[config.mk]
export PLATFORM = sky130hd
export DESIGN_NAME = mem_port_arbiter
export DESIGN_NICKNAME = d
export VERILOG_FILES = /design/src/rtl/mem_port_arbiter.sv
export SDC_FILE = /design/constraint.sdc
export NUM_CORES = 1
export LEC_CHECK = 0
export BUFFER_PORTS_ARGS = -buffer_cell sky130_fd_sc_hd__buf_2
export CAP_MARGIN = 20
export CORE_UTILIZATION = 48
export DETAILED_ROUTE_END_ITERATION = 10
export GPL_ROUTABILITY_DRIVEN = 0
export GPL_TIMING_DRIVEN = 0
export PLACE_DENSITY = 0.76
export RECOVER_POWER = 50
export SETUP_SLACK_MARGIN = 0.3
export SYNTH_ARGS = -nofsm -noshare
export SYNTH_HDL_FRONTEND = slang
export SYNTH_SLANG_ARGS = --single-unit
[constraint.sdc]
create_clock -name clk -period 1.8 [get_ports clk]
set_clock_uncertainty 0.15 [all_clocks]
set_input_delay 0 -clock clk [delete_from_list [all_inputs] [get_ports clk]]
set_output_delay 0 -clock clk [all_outputs]
set_load 0.02 [all_outputs]
[src/rtl/mem_port_arbiter.sv]
// rtl/mem_port_arbiter.sv - shared single-port memory arbiter for fetch and data ports
module mem_port_arbiter #(
  parameter int AW         = 9,
  parameter int MEM_LAT    = 2,
  parameter int STARVE_MAX = 4
) (
  input  logic          clk,
  input  logic          reset,
  input  logic          if_req,
  input  logic [AW-1:0] if_addr,
  output logic [31:0]   if_rdata,
  output logic          if_ack,
  input  logic          d_req,
  input  logic          d_rw,
  input  logic [1:0]    d_size,
  input  logic          d_se,
  input  logic [AW-1:0] d_addr,
  input  logic [31:0]   d_wdata,
  output logic [31:0]   d_rdata,
  output logic          d_ack,
  output logic          mem_e,
  output logic          mem_rw,
  output logic [1:0]    mem_size,
  output logic          mem_se,
  output logic [AW-1:0] mem_addr,
  output logic [31:0]   mem_di,
  input  logic [31:0]   mem_do,
  output logic          stall_F,
  output logic          stall_M,
  output logic          busy
);

  localparam int CW = (MEM_LAT > 1) ? $clog2(MEM_LAT) : 1;
  localparam int SW = $clog2(STARVE_MAX + 1);

  typedef enum logic [1:0] {IDLE, ACCESS, RESP} state_t;

  state_t          state, state_nxt;
  logic [CW-1:0]   cnt;
  logic [SW-1:0]   streak;
  logic            sel_d;
  logic [AW-1:0]   r_addr;
  logic            r_rw;
  logic [1:0]      r_size;
  logic            r_se;
  logic [31:0]     r_wdata;
  logic            grant_d;
  logic            grant_i;

  // Data wins unless fetch has waited through STARVE_MAX data grants in a row
  assign grant_d = d_req && !(if_req && (streak == SW'(STARVE_MAX)));
  assign grant_i = !grant_d && if_req;

  assign stall_F = if_req & ~if_ack;
  assign stall_M = d_req & ~d_ack;

  // State register
  always_ff @(posedge clk) begin
    if (reset) state <= IDLE;
    else       state <= state_nxt;
  end

  // Next-state logic: one grant per pass, RESP always falls back to IDLE
  always_comb begin
    state_nxt = state;
    case (state)
      IDLE:    if (grant_d || grant_i) state_nxt = ACCESS;
      ACCESS:  if (cnt == '0) state_nxt = RESP;
      RESP:    state_nxt = IDLE;
      default: state_nxt = IDLE;
    endcase
  end

  // Outputs: memory bus driven only from latched request while in ACCESS
  always_comb begin
    mem_e    = 1'b0;
    mem_rw   = 1'b0;
    mem_size = 2'b00;
    mem_se   = 1'b0;
    mem_addr = '0;
    mem_di   = 32'd0;
    if (state == ACCESS) begin
      mem_e    = 1'b1;
      mem_rw   = r_rw;
      mem_size = r_size;
      mem_se   = r_se;
      mem_addr = r_addr;
      mem_di   = r_wdata;
    end
    if_ack = (state == RESP) && !sel_d;
    d_ack  = (state == RESP) && sel_d;
    busy   = (state != IDLE);
  end

  // Request latch, access countdown, starvation streak and read-data capture
  always_ff @(posedge clk) begin
    if (reset) begin
      cnt      <= '0;
      streak   <= '0;
      sel_d    <= 1'b0;
      r_addr   <= '0;
      r_rw     <= 1'b0;
      r_size   <= 2'b00;
      r_se     <= 1'b0;
      r_wdata  <= 32'd0;
      if_rdata <= 32'd0;
      d_rdata  <= 32'd0;
    end else begin
      case (state)
        IDLE: begin
          if (grant_d) begin
            sel_d   <= 1'b1;
            r_addr  <= d_addr;
            r_rw    <= d_rw;
            r_size  <= d_size;
            r_se    <= d_se;
            r_wdata <= d_wdata;
            cnt     <= CW'(MEM_LAT - 1);
            if (!if_req)                          streak <= '0;
            else if (streak != SW'(STARVE_MAX))   streak <= streak + 1'b1;
          end else if (grant_i) begin
            sel_d   <= 1'b0;
            r_addr  <= if_addr;
            r_rw    <= 1'b0;
            r_size  <= 2'b10;
            r_se    <= 1'b0;
            r_wdata <= 32'd0;
            cnt     <= CW'(MEM_LAT - 1);
            streak  <= '0;
          end
        end
        ACCESS: begin
          if (cnt == '0) begin
            if (sel_d) d_rdata  <= r_rw ? 32'd0 : mem_do;
            else       if_rdata <= mem_do;
          end else begin
            cnt <= cnt - 1'b1;
          end
        end
        default: ;
      endcase
    end
  end

endmodule

* Word level (Yosys, flattened, before mapping)
Cells that the tools add are included.
** Operators by class
- Add/sub/neg operators :: 2
- $mul :: 0
- Divide/modulo/power cells :: 0
- $lt $le $gt $ge :: 0
- Eq/ne operators :: 8
- Shifts and indexed selects :: 0
- Mux-type cells :: 28
- Bitwise gates (word level) :: 6
- Reductions and logical operators :: 19
** Operators with widths (count)
- 32-bit 2-to-1 mux :: 4
- 9-bit 2-to-1 mux :: 3
- 3-bit 2-to-1 mux :: 4
- 1-bit 2-to-1 mux :: 10
- 2-bit 2-to-1 mux :: 5
- 3-bit AND reduction :: 3
- 3-bit != test, second input constant :: 2
- 2-bit AND reduction :: 3
- 2-bit nonzero test :: 3
- 1-bit logical AND :: 5
- 2-bit != test, second input constant :: 2
- 1-bit inverter :: 4
- 2-bit case mux with 2 select lines :: 1
- 3-bit by 1-bit adder with 3-bit output, second input constant :: 1
- 3-bit equality test, second input constant :: 1
- 1-bit zero test :: 3
- 3-bit by 2-bit != test with 1-bit output, second input constant :: 1
- 1-bit bitwise AND :: 2
- 2-bit by 1-bit equality test with 1-bit output, second input constant :: 1
- 2-bit equality test, second input constant :: 1
- 2-bit zero test :: 1
- 1-bit case mux with 2 select lines :: 1
- 1-bit logical OR :: 1
- 1-bit subtractor, second input constant :: 1
** Word-level totals
- Flip-flop bits (word level) :: 116
- Bits in latches :: 0
- RAM bits :: 0
- Bits in read-only memories :: 0
- Bits of input ports :: 90
- Memories :: 0

* Longest topological paths before layout
- Word-level depth :: 9
- Gate-level depth with buffers :: 6

* Worst setup path before layout
Ideal clock, no wire load.
- Kind :: register to register
- From :: register sel_d
- To :: register if_rdata[0]
- Library setup time :: 0.132 ns
- Arrival time :: 1.247 ns
- Slack :: 0.271 ns
- Stages on the path, launching flop included :: 6
- Buffers on the path :: 2
- Clock period less this slack :: 1.529 ns
- Cell sequence :: dfxtp_1 -> or4b_1 -> clkbuf_1 -> buf_2 -> nand2_1 -> a21oi_1
** Between the ends
- Word-level cells in the longest chain between the ends :: 2
** RTL lines
- start, declared :: RTL line 41 : logic sel_d;
- start signal, assigned :: RTL line 100 : sel_d <= 1'b0;
- start signal, assigned :: RTL line 112 : sel_d <= 1'b1;
- start signal, assigned :: RTL line 122 : sel_d <= 1'b0;
- 1-bit inverter (no source line)
- 3-bit AND reduction (no source line)
- end signal, assigned :: RTL line 135 : else if_rdata <= mem_do;
- end, declared :: RTL line 11 : output logic [31:0] if_rdata,
Every way passes these cells.
A chain may end at the register's enable or synchronous reset.

* Worst setup path after layout
- From :: register state[1]
- To :: register if_rdata[16]
** Between the ends
- Word-level cells in the longest chain between the ends :: 2
** RTL lines
- start, declared :: RTL line 38 : state_t state, state_nxt;
- start signal, assigned :: RTL line 60 : else state <= state_nxt;
- 2-bit by 1-bit equality test with 1-bit output :: RTL line 109 : case (state)
- 3-bit AND reduction (no source line)
Every way passes these cells.

==> qor.csv <==
stage;metric;value;unit
clock_tree;cts.sinks;116;
detailed_routing;vias;6756;
pwr;powerDensity;912.5;nW/um^2
clock_tree;cts_tree;built;
clock_tree;cts_root_buf;clkbuf_8;
global_route;grt_usage;37.78;%
detailed_routing;wl_per_cell;22.96;um
setup_path;arrival;2200;ps
setup_path;path_class;flop to flop;
pwr;pwr-share-comb;22.3;%
timing;whs;32.88;ps
detailed_routing;ant_nets;0;
detailed_routing;drt-vias-per-instance;6.176;
pwr;p_seq_share;35.0;%
finish;drive_above_1_share;39.33;%
finish;regArea;2335;um^2
global_route;grt_pass1_vias;6057;
finish;instances_no_fill;1094;
setup_path;rrSetupSlack;-100;ps
timing;fmax;525.9;MHz
detailed_routing;drt_iter0_drc;667;
detailed_routing;drc;0;
clock_tree;clock_latency;530;ps
logic_synthesis;ys_seq_area_share;48.50;%
timing;min_period;1901;ps
timing;hold_viol_final;0;
finish;nFillCells;383;
logic_synthesis;yosysWarningCount;0;
finish;postLayoutCellArea;8919;um^2
logic_synthesis;synth-seq-cells;116;
setup_path;cp_max_fo;10;
place;dp_cells;930;
finish;layout-area-overhead-vs-synth;86.26;%
min_path;whs_path_depth;5;
place;post_dp_cell_area;5978;um^2
outcome;violations;setup timing;
pwr;leakage;3.564;nW
floorplan;die_w;101.9;um
logic_synthesis;synth.top_cell.area_share;48.50;%
pwr;ir_drop;688.1;uV
clock_tree;numCtsBuffers;17;
global_route;grt_max_degree;17;
logic_synthesis;syn_avg_cell_area;8.048;um^2
pwr;netSwitchingPower;2.446;mW
place;io_buffers;202;
floorplan;dieHeight;101.9;um
floorplan;num_rows;36;
finish;multi_input_area;2688;um^2
outcome;status;finished with violations;
floorplan;die_area;10380;um^2
pwr;power;8.138;mW
finish;finish.utilization;91.67;%
global_route;grt_antenna_before_repair;0;
setup_path;reg2regPathDepth;5;
timing;fin_tns_setup;-2259;ps
timing;maxSlewHeadroom;51.54;%
timing;layout_setup_ws;-101.5;ps
job;drv_cap;0;
finish;num_antenna_cells;0;
timing;setup_viol;42;
logic_synthesis;synth_area;4788;um^2
timing;worst_pin_slew;726.8;ps
global_route;grt_remaining_overflow;0;
floorplan;core;9729;um^2
detailed_routing;drt_pass1_iterations;8;
global_route;grt_pass1_wl;29.86;mm
pwr;p_sw_share;30.05;%
floorplan;pin_count;205;
place;dp_slack;-195.3;ps
pwr;p_int;5.693;mW
logic_synthesis;synth.area.top_cells;dfxtp_1 (48%), a21oi_1 (12%), nand2_1 (7.8%);
logic_synthesis;ys_async_sr_fraction;0;%
min_path;holdPathEnd;r_addr[7];
finish;num-nets-final;1040;
clock_tree;clockBufferDepth;2;
timing;slew_violations;0;
clock_tree;h-tree-depth;4;
logic_synthesis;synthDistinctLibCells;34;
setup_path;r2r_start;state[1];
logic_synthesis;syn-instance-count;595;
logic_synthesis;synth-edff-count;0;
logic_synthesis;yosys.area.top_type;dfxtp_1;
setup_path;critPathLaunchType;flop;
min_path;hold_class;primary input to flop;
min_path;worstHoldStart;if_req;
setup_path;cp-end-kind;flop;
timing;rsz0062_at_grt;yes;
place;dp_hpwl;10.61;mm
logic_synthesis;syn_nets;687;
setup_path;worstPathRequired;2100;ps
floorplan;start_util;49.22;%
pwr;pwr-share-clk;42.7;%
clock_tree;clkTransAtPathRegs;60;ps
timing;finalCritPeriodShare;105.6;%
logic_synthesis;synth-main-ff-cell;dfxtp_1;
setup_path;rr_endpoint;if_rdata[16];
detailed_routing;routed_wl;25.12;mm
cell families after synthesis:
family          after synthesis  synth area share [%]
compound gates              171                 18.84
buf+inv                      64                 5.513
flops                       116                 48.50
simple gates                242                 26.63
fa+ha+maj                     2                0.5225
state kept, by name (all words and copies together), names as in the netlist:
| register | cells |
|---|---|
| r_wdata | 32 |
| r_rw | 1 |
| cnt | 1 |
| r_se | 1 |
| r_addr | 9 |
| streak | 3 |
| state | 2 |
| sel_d | 1 |
| r_size | 2 |
| d_rdata | 32 |
| if_rdata | 32 |
cell usage after synthesis (2+ instances only):
cell type  instances
inv_1              4
nand3_1           45
o21ai_1           10
o21ai_0           36
buf_2             19
clkbuf_1          38
ha_1               2
nor2_1             4
a21oi_1          113
nand2_1          100
inv_2              2
nor3b_1            2
dfxtp_1          116
a311oi_1           9
nand3b_1          32
and2_1            45
critical path, cell delays in order, from the launching register on:
cell,delay (ps)
dfxtp_4,360
buf_4,150
nor4b_2,490
buf_2,350
nand2_1,150
a21oi_1,180
power groups by stage:
stage / registers, mW / clock network, mW / logic, mW
2_1_floorplan: 2.92 / 0 / 0.534
3_3_place_gp: 2.85 / 0 / 0.950
3_5_place_dp: 2.86 / 0 / 0.973
4_1_cts: 2.81 / 3.39 / 1.42
5_1_grt: 2.85 / 3.59 / 1.88
6_report: 2.85 / 3.48 / 1.82
per-layer routing:
metal / GRT usage, % / wire, um
met1: 39.54 / 8502
met5: 0 / 0
met4: 22.09 / 2054
met2: 66.63 / 11810
met3: 12.18 / 2754
worst max path at each step:
stage              from            to  slack (ps)  depth (start not counted)
2_1_floorplan     sel_d   if_rdata[0]         290                          5
3_3_place_gp   state[1]   mem_addr[7]        -160                          6
3_5_place_dp   state[1]   mem_addr[7]        -200                          6
4_1_cts        state[0]          busy          -9                          5
5_1_grt        state[1]  if_rdata[16]        -150                          5
6_report       state[1]  if_rdata[16]        -100                          5
what timing repair did:
item                                    4_1_cts  5_1_grt
hold buffers                                 91        0
gates resized for setup                     197      178
pin swaps                                    30       79
endpoints found under the setup margin      160      163
cloned                                        9        3
endpoints found under the hold margin       113        0
buffers inserted                             14       15
layout by cell type (no fill, tap or decap), types with 3 or more instances in the layout:
master and count:
o21ai_1 18, inv_2 3, clkbuf_2 6, nand3_1 28
clkbuf_8 5, clkinv_4 4, a21oi_1 78, and2_1 9
nand3_2 15, clkbuf_1 83, a21oi_2 34, buf_4 30
nand3_4 3, dlygate4sd3_1 90, nor2_4 3, a311oi_1 7
o21ai_2 10, and2_4 36, clkbuf_16 23, dfxtp_1 110
clkbuf_4 6, bufinv_16 3, nand2_1 99, nand3b_1 32
buf_8 12, buf_2 94, inv_6 3, dfxtp_2 4
clkinv_2 4, buf_6 57, o21ai_0 17
area by class of cell:
type	count	area share, %
clock inverter	15	2.006
tap	133	1.866
sequential	116	26.18
clock buffer	17	4.644
timing repair buffer	334	28.94
multi-input combinational	415	30.13
inverter	6	0.3227
buffer	58	5.906
Note: power is estimated with default switching activity, not from simulation.
